`config.mk`:
```
export PLATFORM = sky130hd
export DESIGN_NAME = mux_32x2
export DESIGN_NICKNAME = d
export VERILOG_FILES = /design/src/rtl/mux_32x2.sv
export SDC_FILE = /design/constraint.sdc
export NUM_CORES = 1
export LEC_CHECK = 0
export BUFFER_PORTS_ARGS = -buffer_cell sky130_fd_sc_hd__buf_2
export CAP_MARGIN = 20
export CORE_ASPECT_RATIO = 1.2
export CORE_UTILIZATION = 46
export CTS_BUF_LIST = sky130_fd_sc_hd__clkbuf_16
export CTS_CLUSTER_DIAMETER = 100
export DETAILED_ROUTE_END_ITERATION = 16
export PLACE_DENSITY = 0.93
export SKIP_LAST_GASP = 1
export SYNTH_ARGS = -nofsm -noshare
export SYNTH_HDL_FRONTEND = slang
export SYNTH_SLANG_ARGS = --single-unit
```
`constraint.sdc`:
```
create_clock -name clk -period 3.15 [get_ports clk]
set_input_delay 0.4725 -clock clk [delete_from_list [all_inputs] [get_ports clk]]
set_output_delay 0.4725 -clock clk [all_outputs]
set_load 0.02 [all_outputs]
```
`src/rtl/mux_32x2.sv`:
```
// ---------------------------------------------------------------------------
// mux_32x2
//   Two-input word multiplexer for operand selection on NN simulator datapaths.
//   It provides a zero-latency combinational output and a one-cycle registered
//   copy. The registered copy carries a valid flag and a change strobe.
//
// Ports
//   clk        in   1      system clock, rising edge
//   rst_n      in   1      asynchronous reset, active low
//   in0        in   WIDTH  word chosen when select = 0
//   in1        in   WIDTH  word chosen when select = 1
//   select     in   1      0 -> in0, 1 -> in1
//   in_valid   in   1      qualifies in0/in1/select for the registered path
//   out        out  WIDTH  combinational selected word
//   out_q      out  WIDTH  registered selected word (1-cycle latency)
//   out_valid  out  1      out_q was captured with in_valid = 1
//   out_chg    out  1      1-cycle pulse: out_q took a value different from before
// ---------------------------------------------------------------------------
module mux_32x2 #(
  parameter int WIDTH = 32
) (
  input  logic             clk,
  input  logic             rst_n,
  input  logic [WIDTH-1:0] in0,
  input  logic [WIDTH-1:0] in1,
  input  logic             select,
  input  logic             in_valid,
  output logic [WIDTH-1:0] out,
  output logic [WIDTH-1:0] out_q,
  output logic             out_valid,
  output logic             out_chg
);

  logic [WIDTH-1:0] sel_word;
  logic [WIDTH-1:0] word_q, word_d;
  logic             valid_q, valid_d;
  logic             chg_q, chg_d;

  // Plain ternary, not an if/else: an X on select merges the two inputs to X
  // in simulation instead of silently falling back to in0.
  assign sel_word = select ? in1 : in0;
  assign out      = sel_word;

  always_comb begin
    word_d  = word_q;
    valid_d = 1'b0;
    chg_d   = 1'b0;
    if (in_valid) begin
      word_d  = sel_word;
      valid_d = 1'b1;
      chg_d   = (sel_word != word_q);
    end
  end

  always_ff @(posedge clk or negedge rst_n) begin
    if (!rst_n) begin
      word_q  <= '0;
      valid_q <= 1'b0;
      chg_q   <= 1'b0;
    end else begin
      word_q  <= word_d;
      valid_q <= valid_d;
      chg_q   <= chg_d;
    end
  end

  assign out_q     = word_q;
  assign out_valid = valid_q;
  assign out_chg   = chg_q;

endmodule

```
## Word level (Yosys, flattened, before mapping)

Index checks and enable logic that the tools add are counted.

- Mux-type cells: 3
- Equal/unequal tests: 1
- Multiply operators: 0
- Div/mod/pow operators: 0
- $lt $le $gt $ge: 0
- Shifts and indexed selects: 0
- Reductions and logical operators: 0
- $add $sub $neg: 0
- Bitwise logic cells: 0

Operators with widths:

| cell | count |
|---|---|
| $mux W32 | 1 |
| $ne A32 B32 Y1 | 1 |
| $mux W1 | 2 |

- ROM bits: 0
- Output and inout port bits: 66
- Word-level logic and storage cells: 7
- Input port bits: 68
- Memories kept: 0
- Memory bits (writable): 0
- Latch bits: 0
- Register bits after elaboration: 34

## Depth between registers and ports, before layout

Gate-level depths: netlist (run 1).

- Word-level depth: 3
- Gate-level depth with buffers: 7
- Gate-level depth less buffers: 5

## Worst setup path after synthesis (run 1)

No wires, ideal clock.

- Kind: input-to-reg
- From: in select
- To: reg chg_q, in the netlist out_chg
- Arrival: 1584 ps
- Slack: 1434 ps
- Library setup time: 132 ps
- Path buffers: 2
- Stages: 7
- Cells stage by stage: buf_6 -> buf_6 -> mux2i_1 -> xor2_1 -> nand4_1 -> nor4_1 -> a21boi_1

- Longest elaborated chain between the ends: 3

RTL lines:

| element | line | RTL |
|---|---|---|
| start: declaration | 26 | `input logic select,` |
| $mux W32 | 41 | `assign sel_word = select ? in1 : in0;` |
| $ne A32 B32 Y1 | 51 | `chg_d = (sel_word != word_q);` |
| $mux W1 | 48 | `if (in_valid) begin` |
| via chg_d | 37 | `logic chg_q, chg_d;` |
| end signal: assignment | 63 | `chg_q <= chg_d;` |
| end: declaration | 37 |  |

The timed path passes the listed nets, and every way through them passes these cells.
A chain may end at the register's enable or synchronous reset.

## Worst setup path after layout (run 1)

- From: in select
- To: out out[0]

- Longest elaborated chain between the ends: 1

RTL lines:

| element | line | RTL |
|---|---|---|
| $mux W32 | 41 |  |
| end: declaration | 28 | `output logic [WIDTH-1:0] out,` |

No other way between the ends.

==> flow_summary.yaml, run 1 <==
outcome:
  run_status: "finished clean"
power_and_ir_drop:
  switchingPower_w: 0.000458
  peakVddDrop_mv: 0.276
  pwr_density_cell_nw_per_um2: 485
  p_clk_share_pct: 32.4
  p_int_w: 0.000933
  power_switching_share_pct: 32.9
  leakage_power_nw: 1.54
  power.combinational.fraction_pct: 30.1
  p_seq_share_pct: 37.6
routing:
  postRouteWirelength_um: 4920
  final_routed_wire_length_divided_by_cell_count_um: 12.2
  via_per_inst: 4.80
  drtAntennaViolNets: 0
  1st_iter_drt_viols: 73
  routed-via-count: 1933
  drt_pre_antenna_iters: 4
  detail_route.drc_violations: 0
worst_setup_path:
  cp_slowest_stage_delay_ps: 380
  worstSetupEndpointType: "primary output"
  critical_path.cell_chain: "buf_2 -> buf_12 -> mux2i_1 -> inv_1 -> buf_2"
  rr_startpoint: "out_q[16]"
  crit-reg2reg-capture: "out_chg"
  worstSetupEndpoint: "out[0]"
  setup.reg_to_reg.worst_slack_ps: 1730
  timing.critical_path.from: "select"
  worst_path_most_repeated_cell: "sky130_fd_sc_hd__buf_2"
  worst-setup-path-type: "in -> out"
  worst-endpoint-required_ps: 2680
  start_kind: "primary input"
  crit_arrival_ps: 1730
  critical_path.slowest_cell: "sky130_fd_sc_hd__buf_2"
  timing.reg2reg.worst_path_depth: 4
  worstPathMaxFanout: 21
sta:
  timing.final.setup_violations: 0
  finalClockSkew_ps: 3.54
  slew-limit-headroom_pct: 31.6
  final.setup.tns_ps: 0
  worst-slew-pin-transition_ps: 1030
  rsz0062_at_grt: "no"
  final.min_clock_period_ps: 2210
  max_freq_mhz: 453
  timing.final.hold_violations: 0
  holdWs_ps: 269
  min_period_over_period_pct: 70.0
  slew_violations: 0
placed_design:
  numPortBuffers: 133
  postPlaceCellArea_um2: 2730
  place_congestion: 0.810
  detailed_placer_s_ending_hpwl_um: 3810
die:
  die-area_um2: 4740
  floorplan.die.width_um: 63.0
  die_height_um: 75.2
  floorplan.initialDensity_pct: 48.2
  io_pins: 134
  std_cell_rows: 26
  core_area_um2: 4260
global_routing:
  grt_overflow: 0
  grt_usage_pct: 21.0
  grt_start_max_net_pins: 67
  first_global_vias: 1826
  number_of_antenna_violations_at_the_first_check_in_global_routing: 0
  grt_first_pass_wirelength_um: 7620
cts:
  clk_latency_ps: 270
  cts_root_buf: "sky130_fd_sc_hd__clkbuf_16"
  cts-resized-gates: 0
  cts_buffers: 5
  clkSlewWorstSetupHoldPaths_ps: 50
  ctsLongestPathBuffers: 2
  numClockSinks: 34
  postCtsHoldBufs: 0
  cts_tree: "done"
  post_cts_buffers: 0
  ctsHtreeMaxLevel: 2
layout:
  finish.utilization_pct: 67.3
  final_nets: 414
  antenna_cells_inserted: 0
  fillCellCount: 359
  postLayoutCellArea_um2: 2870
  fraction_of_layout_instances_using_a_drive_strength_above_1_pct: 44.4
  synthToLayoutAreaGrowth_pct: 39.6
logic_synthesis:
  postSynthCellCount: 216
  synth_top_area_share_pct: 41.4
  synth.area.top_cells: "sky130_fd_sc_hd__dfrtp_1 41%, sky130_fd_sc_hd__xor2_1 14%, sky130_fd_sc_hd__mux2i_2 9.4%"
  syn-mean-instance-area_um2: 9.51
  yosys_most_used_dff: "sky130_fd_sc_hd__dfrtp_1"
  synth_area_um2: 2050
  synth.lib_cells_used.distinct: 13
  synth_edf_count: 0
  yosys_register_bits: 34
  post_synth_fa_ha_maj_area_fraction_pct: 0
  synth_top_family_by_area: "multiplexers"
  synthArstFlopShare_pct: 100
  synthXorXnorAreaFrac_pct: 13.6
  yosys-top-cells-count: "34 x sky130_fd_sc_hd__dfrtp_1, 32 x sky130_fd_sc_hd__a21oi_1, 32 x sky130_fd_sc_hd__inv_1, 32 x sky130_fd_sc_hd__nor2_1, 32 x sky130_fd_sc_hd__xor2_1"
  yosysSeqAreaShare_pct: 41.4
  synth.mux.area_fraction_pct: 18.1
  synthMostInstantiatedCell: "sky130_fd_sc_hd__dfrtp_1"
  syn_nets: 284
  synth_simple_gate_area_share_pct: 8.89
  syn_warnings: 0
  post_synthesis_compound_gate_area_fraction_pct: 8.16
  synth_top_cell_by_area: "sky130_fd_sc_hd__dfrtp_1"
run:
  cap_violations: 0
worst_hold_path:
  timing.hold.worst.class: "in -> async"
[per-stage QoR]
stage	power, W	instances	setup slack [ps]
global placement	0.000936	395	719
finish	0.00139	403	945
global route	0.00146	403	810
floorplan	0.000794	216	1430
CTS	0.00140	403	933
detailed placement	0.000950	395	701
[routing by layer]
layer  GRT usage (%)  up-vias  share of wire [%]
met4            11.6        0                2.5
met3            4.09       13                6.2
li1                -      957                  -
met2            40.1       82                 53
met1            21.8      881                 38
met5               0        -                  0
[flip-flops by register name (all words and copies together) (netlist names)]
signal	count
out_chg	1
out_q	32
out_valid	1
[cells by family (layout without fill, tap and decap cells)]
family,after synthesis,count (layout)
buf+inv,43,174
flops,34,34
xor+xnor,32,32
mux,32,32
compound gates,33,33
simple gates,42,42
[critical path: cells and delay by family]
kind                   cells  cell delay, ps
buffers and inverters      4             880
multiplexers               1             340
[how the worst min path moves through the flow]
stage | startpoint | to | slack [ps] | cells past startpoint
4_1_cts | rst_n | out_q[20] | 300 | 1
5_1_grt | rst_n | out_q[20] | 330 | 1
6_report | rst_n | out_q[20] | 270 | 1
2_1_floorplan | rst_n | out_chg | 180 | 0
3_5_place_dp | out_q[19] | out_q[19] | 560 | 2
3_3_place_gp | out_q[29] | out_q[29] | 550 | 2
[cell usage in the layout, fill, tap and decap left out, drive strengths merged]
| cell type | netlist | layout |
|---|---|---|
| inv | 32 | 33 |
| a21boi | 1 | 1 |
| nand4 | 8 | 8 |
| clkbuf | 7 | 5 |
| nor4 | 2 | 2 |
| clkinv | 0 | 2 |
| mux2i | 32 | 32 |
| buf | 4 | 134 |
| a21oi | 32 | 32 |
| dfrtp | 34 | 34 |
| nor2 | 32 | 32 |
| xor2 | 32 | 32 |
[power by group through the flow]
stage                     combinational [W]  sequential (W)  clock [W]
final                              0.000418        0.000522   0.000450
after global routing               0.000454        0.000528   0.000479
after CTS                          0.000422        0.000522   0.000459
after detailed placement           0.000421        0.000529          0
after global placement             0.000409        0.000527          0
after floorplan                    0.000211        0.000584          0
[final cells by class]
| cell class | count | area [um2] | share of cell area [%] |
|---|---|---|---|
| Sequential cell | 34 | 851 | 29.7 |
| Clock buffer | 5 | 125 | 4.36 |
| Inverter | 32 | 120 | 4.19 |
| Clock inverter | 3 | 12.5 | 0.436 |
| Timing Repair Buffer | 134 | 686 | 23.9 |
| Multi-Input combinational cell | 139 | 1000 | 35.0 |
| Tap cell | 56 | 70.1 | 2.44 |
(Power assumes the default switching activity.)
==> run 2, diff against run 1 <==
--- a/config.mk
+++ b/config.mk
@@ -8,11 +8,11 @@
 export BUFFER_PORTS_ARGS = -buffer_cell sky130_fd_sc_hd__buf_2
 export CAP_MARGIN = 20
 export CORE_ASPECT_RATIO = 1.2
-export CORE_UTILIZATION = 46
+export CORE_UTILIZATION = 38
 export CTS_BUF_LIST = sky130_fd_sc_hd__clkbuf_16
 export CTS_CLUSTER_DIAMETER = 100
 export DETAILED_ROUTE_END_ITERATION = 16
-export PLACE_DENSITY = 0.93
+export PLACE_DENSITY = 0.83
 export SKIP_LAST_GASP = 1
 export SYNTH_ARGS = -nofsm -noshare
 export SYNTH_HDL_FRONTEND = slang
==> constraint.sdc (replaced) <==
create_clock -name clk -period 2 [get_ports clk]
set_input_delay 0.3 -clock clk [delete_from_list [all_inputs] [get_ports clk]]
set_output_delay 0.3 -clock clk [all_outputs]
set_load 0.02 [all_outputs]
==> flow_summary.yaml, run 2 (synthesis gave the netlist of run 1 again) <==
global_routing:
  grt_usage_pct: 17.6
  number_of_antenna_violations_at_the_first_check_in_global_routing: 0
  grt_start_max_net_pins: 67
  first_global_vias: 1721
  grt_first_pass_wirelength_um: 7750
  grt_overflow: 0
worst_setup_path:
  crit_arrival_ps: 1760
  path_depth: 7
  setup.reg_to_reg.worst_slack_ps: 670
  timing.reg2reg.worst_path_depth: 4
  path_buf_inv: 2
  start_kind: "primary input"
  worstPathMaxFanout: 18
  critical_path.cell_chain: "buf_2 -> buf_12 -> mux2i_2 -> xor2_1 -> nand4_1 -> nor4_1 -> a21boi_1"
  worstSetupEndpointType: "flip-flop"
  worst-setup-path-type: "in -> reg"
  rr_startpoint: "out_q[11]"
  critPathTopFamily: "simple AND/OR/NAND/NOR gates"
  crit-reg2reg-capture: "out_chg"
  cp_slowest_stage_delay_ps: 400
  worst-endpoint-required_ps: 2140
  critical_path.slowest_cell: "sky130_fd_sc_hd__nor4_1"
die:
  std_cell_rows: 28
  floorplan.die.width_um: 69.1
  die-area_um2: 5710
  io_pins: 134
  core_area_um2: 5080
  floorplan.initialDensity_pct: 40.4
  die_height_um: 82.5
routing:
  1st_iter_drt_viols: 84
  drt_pre_antenna_iters: 4
  final_routed_wire_length_divided_by_cell_count_um: 12.1
  postRouteWirelength_um: 4960
  routed-via-count: 1895
  drtAntennaViolNets: 0
  detail_route.drc_violations: 0
  via_per_inst: 4.63
cts:
  clk_latency_ps: 270
  post_cts_buffers: 0
  numClockSinks: 34
  cts_root_buf: "sky130_fd_sc_hd__clkbuf_16"
  ctsLongestPathBuffers: 2
  ctsHtreeMaxLevel: 2
  cts_buffers: 5
  clkSlewWorstSetupHoldPaths_ps: 60
  cts-resized-gates: 0
  postCtsHoldBufs: 0
  cts_tree: "done"
sta:
  timing.final.hold_violations: 0
  rsz0062_at_grt: "no"
  slew_violations: 0
  finalClockSkew_ps: 3.58
  final.setup.tns_ps: 0
  max_freq_mhz: 617
  slew-limit-headroom_pct: 50.3
  min_period_over_period_pct: 81.0
  final.min_clock_period_ps: 1620
  timing.final.setup_violations: 0
  worst-slew-pin-transition_ps: 746
run:
  cap_violations: 0
layout:
  most_common_library_cell_in_the_layout_ignoring_fill_and_taps: "sky130_fd_sc_hd__buf_2"
  fraction_of_layout_instances_using_a_drive_strength_above_1_pct: 45.0
  postLayoutCellArea_um2: 2920
  antenna_cells_inserted: 0
  largest_register_ff_count: 32
  fillCellCount: 462
  layout.cells.most_common_list: "133 x sky130_fd_sc_hd__buf_2, 34 x sky130_fd_sc_hd__dfrtp_1"
  final_nets: 416
  synthToLayoutAreaGrowth_pct: 42.0
  finish.utilization_pct: 57.4
power_and_ir_drop:
  switchingPower_w: 0.000732
  p_seq_share_pct: 37.2
  leakage_power_nw: 1.56
  p_clk_share_pct: 32.8
  p_int_w: 0.00148
  peakVddDrop_mv: 0.446
  power.combinational.fraction_pct: 30.0
  pwr_density_cell_nw_per_um2: 759
  power_switching_share_pct: 33.1
placed_design:
  postPlaceCellArea_um2: 2780
  detailed_placer_s_ending_hpwl_um: 3930
  numPortBuffers: 133
  place_congestion: 0.698
outcome:
  run_status: "finished clean"
worst_hold_path:
  timing.hold.worst.class: "in -> async"
## run 2: cell count changes in the layout (fill, tap and decap cells not counted), sizes merged
cell      change
buf           +2
inv           -1
clkinvlp      +1
## run 2: cell type report
type | count | area (um2) | share of cell area [%]
Sequential cell | 34 | 851 | 29.2
Inverter | 32 | 120 | 4.12
Clock inverter | 3 | 16.3 | 0.558
Tap cell | 60 | 75.1 | 2.57
Multi-Input combinational cell | 139 | 1000 | 34.4
Timing Repair Buffer | 136 | 726 | 24.9
Clock buffer | 5 | 125 | 4.29
## run 2: layer usage
| layer | global-route usage (%) | routed length [um] | up-vias |
|---|---|---|---|
| met5 | 0 | 0 | - |
| met4 | 4.49 | 17 | 0 |
| met3 | 6.55 | 394 | 2 |
| met2 | 33.0 | 2620 | 78 |
| met1 | 18.8 | 1930 | 851 |
| li1 | - | - | 964 |
## run 2: worst reg2reg max path: cells and delay by family, from the launching register on
family           cells  cell delay (ps)
AND/OR/NAND/NOR      2              540
flip-flops           1              390
AO/OA/AOI/OAI        1              110
XOR/XNOR             1              170
## run 2: power groups by stage
stage	logic (W)	registers, W	clock network [W]
2_1_floorplan	0.000332	0.000919	0
3_3_place_gp	0.000662	0.000831	0
3_5_place_dp	0.000673	0.000835	0
4_1_cts	0.000675	0.000823	0.000748
5_1_grt	0.000726	0.000832	0.000792
6_report	0.000665	0.000822	0.000726
## run 2: metrics by stage
step	std cells	hold slack, ps	worst slack (ps)	total power (W)
finish	409	92.2	380	0.00221
global route	409	161	228	0.00235
CTS	409	127	343	0.00225
detailed placement	401	425	42.9	0.00151
global placement	401	415	129	0.00149
floorplan	216	4.41	456	0.00125
## run 2: worst max path at each step
stage | from | end | slack (ps)
6_report | select | out_chg | 380
5_1_grt | select | out_chg | 230
4_1_cts | select | out_chg | 340
3_5_place_dp | select | out_chg | 40
3_3_place_gp | select | out_chg | 130
2_1_floorplan | select | out_chg | 460
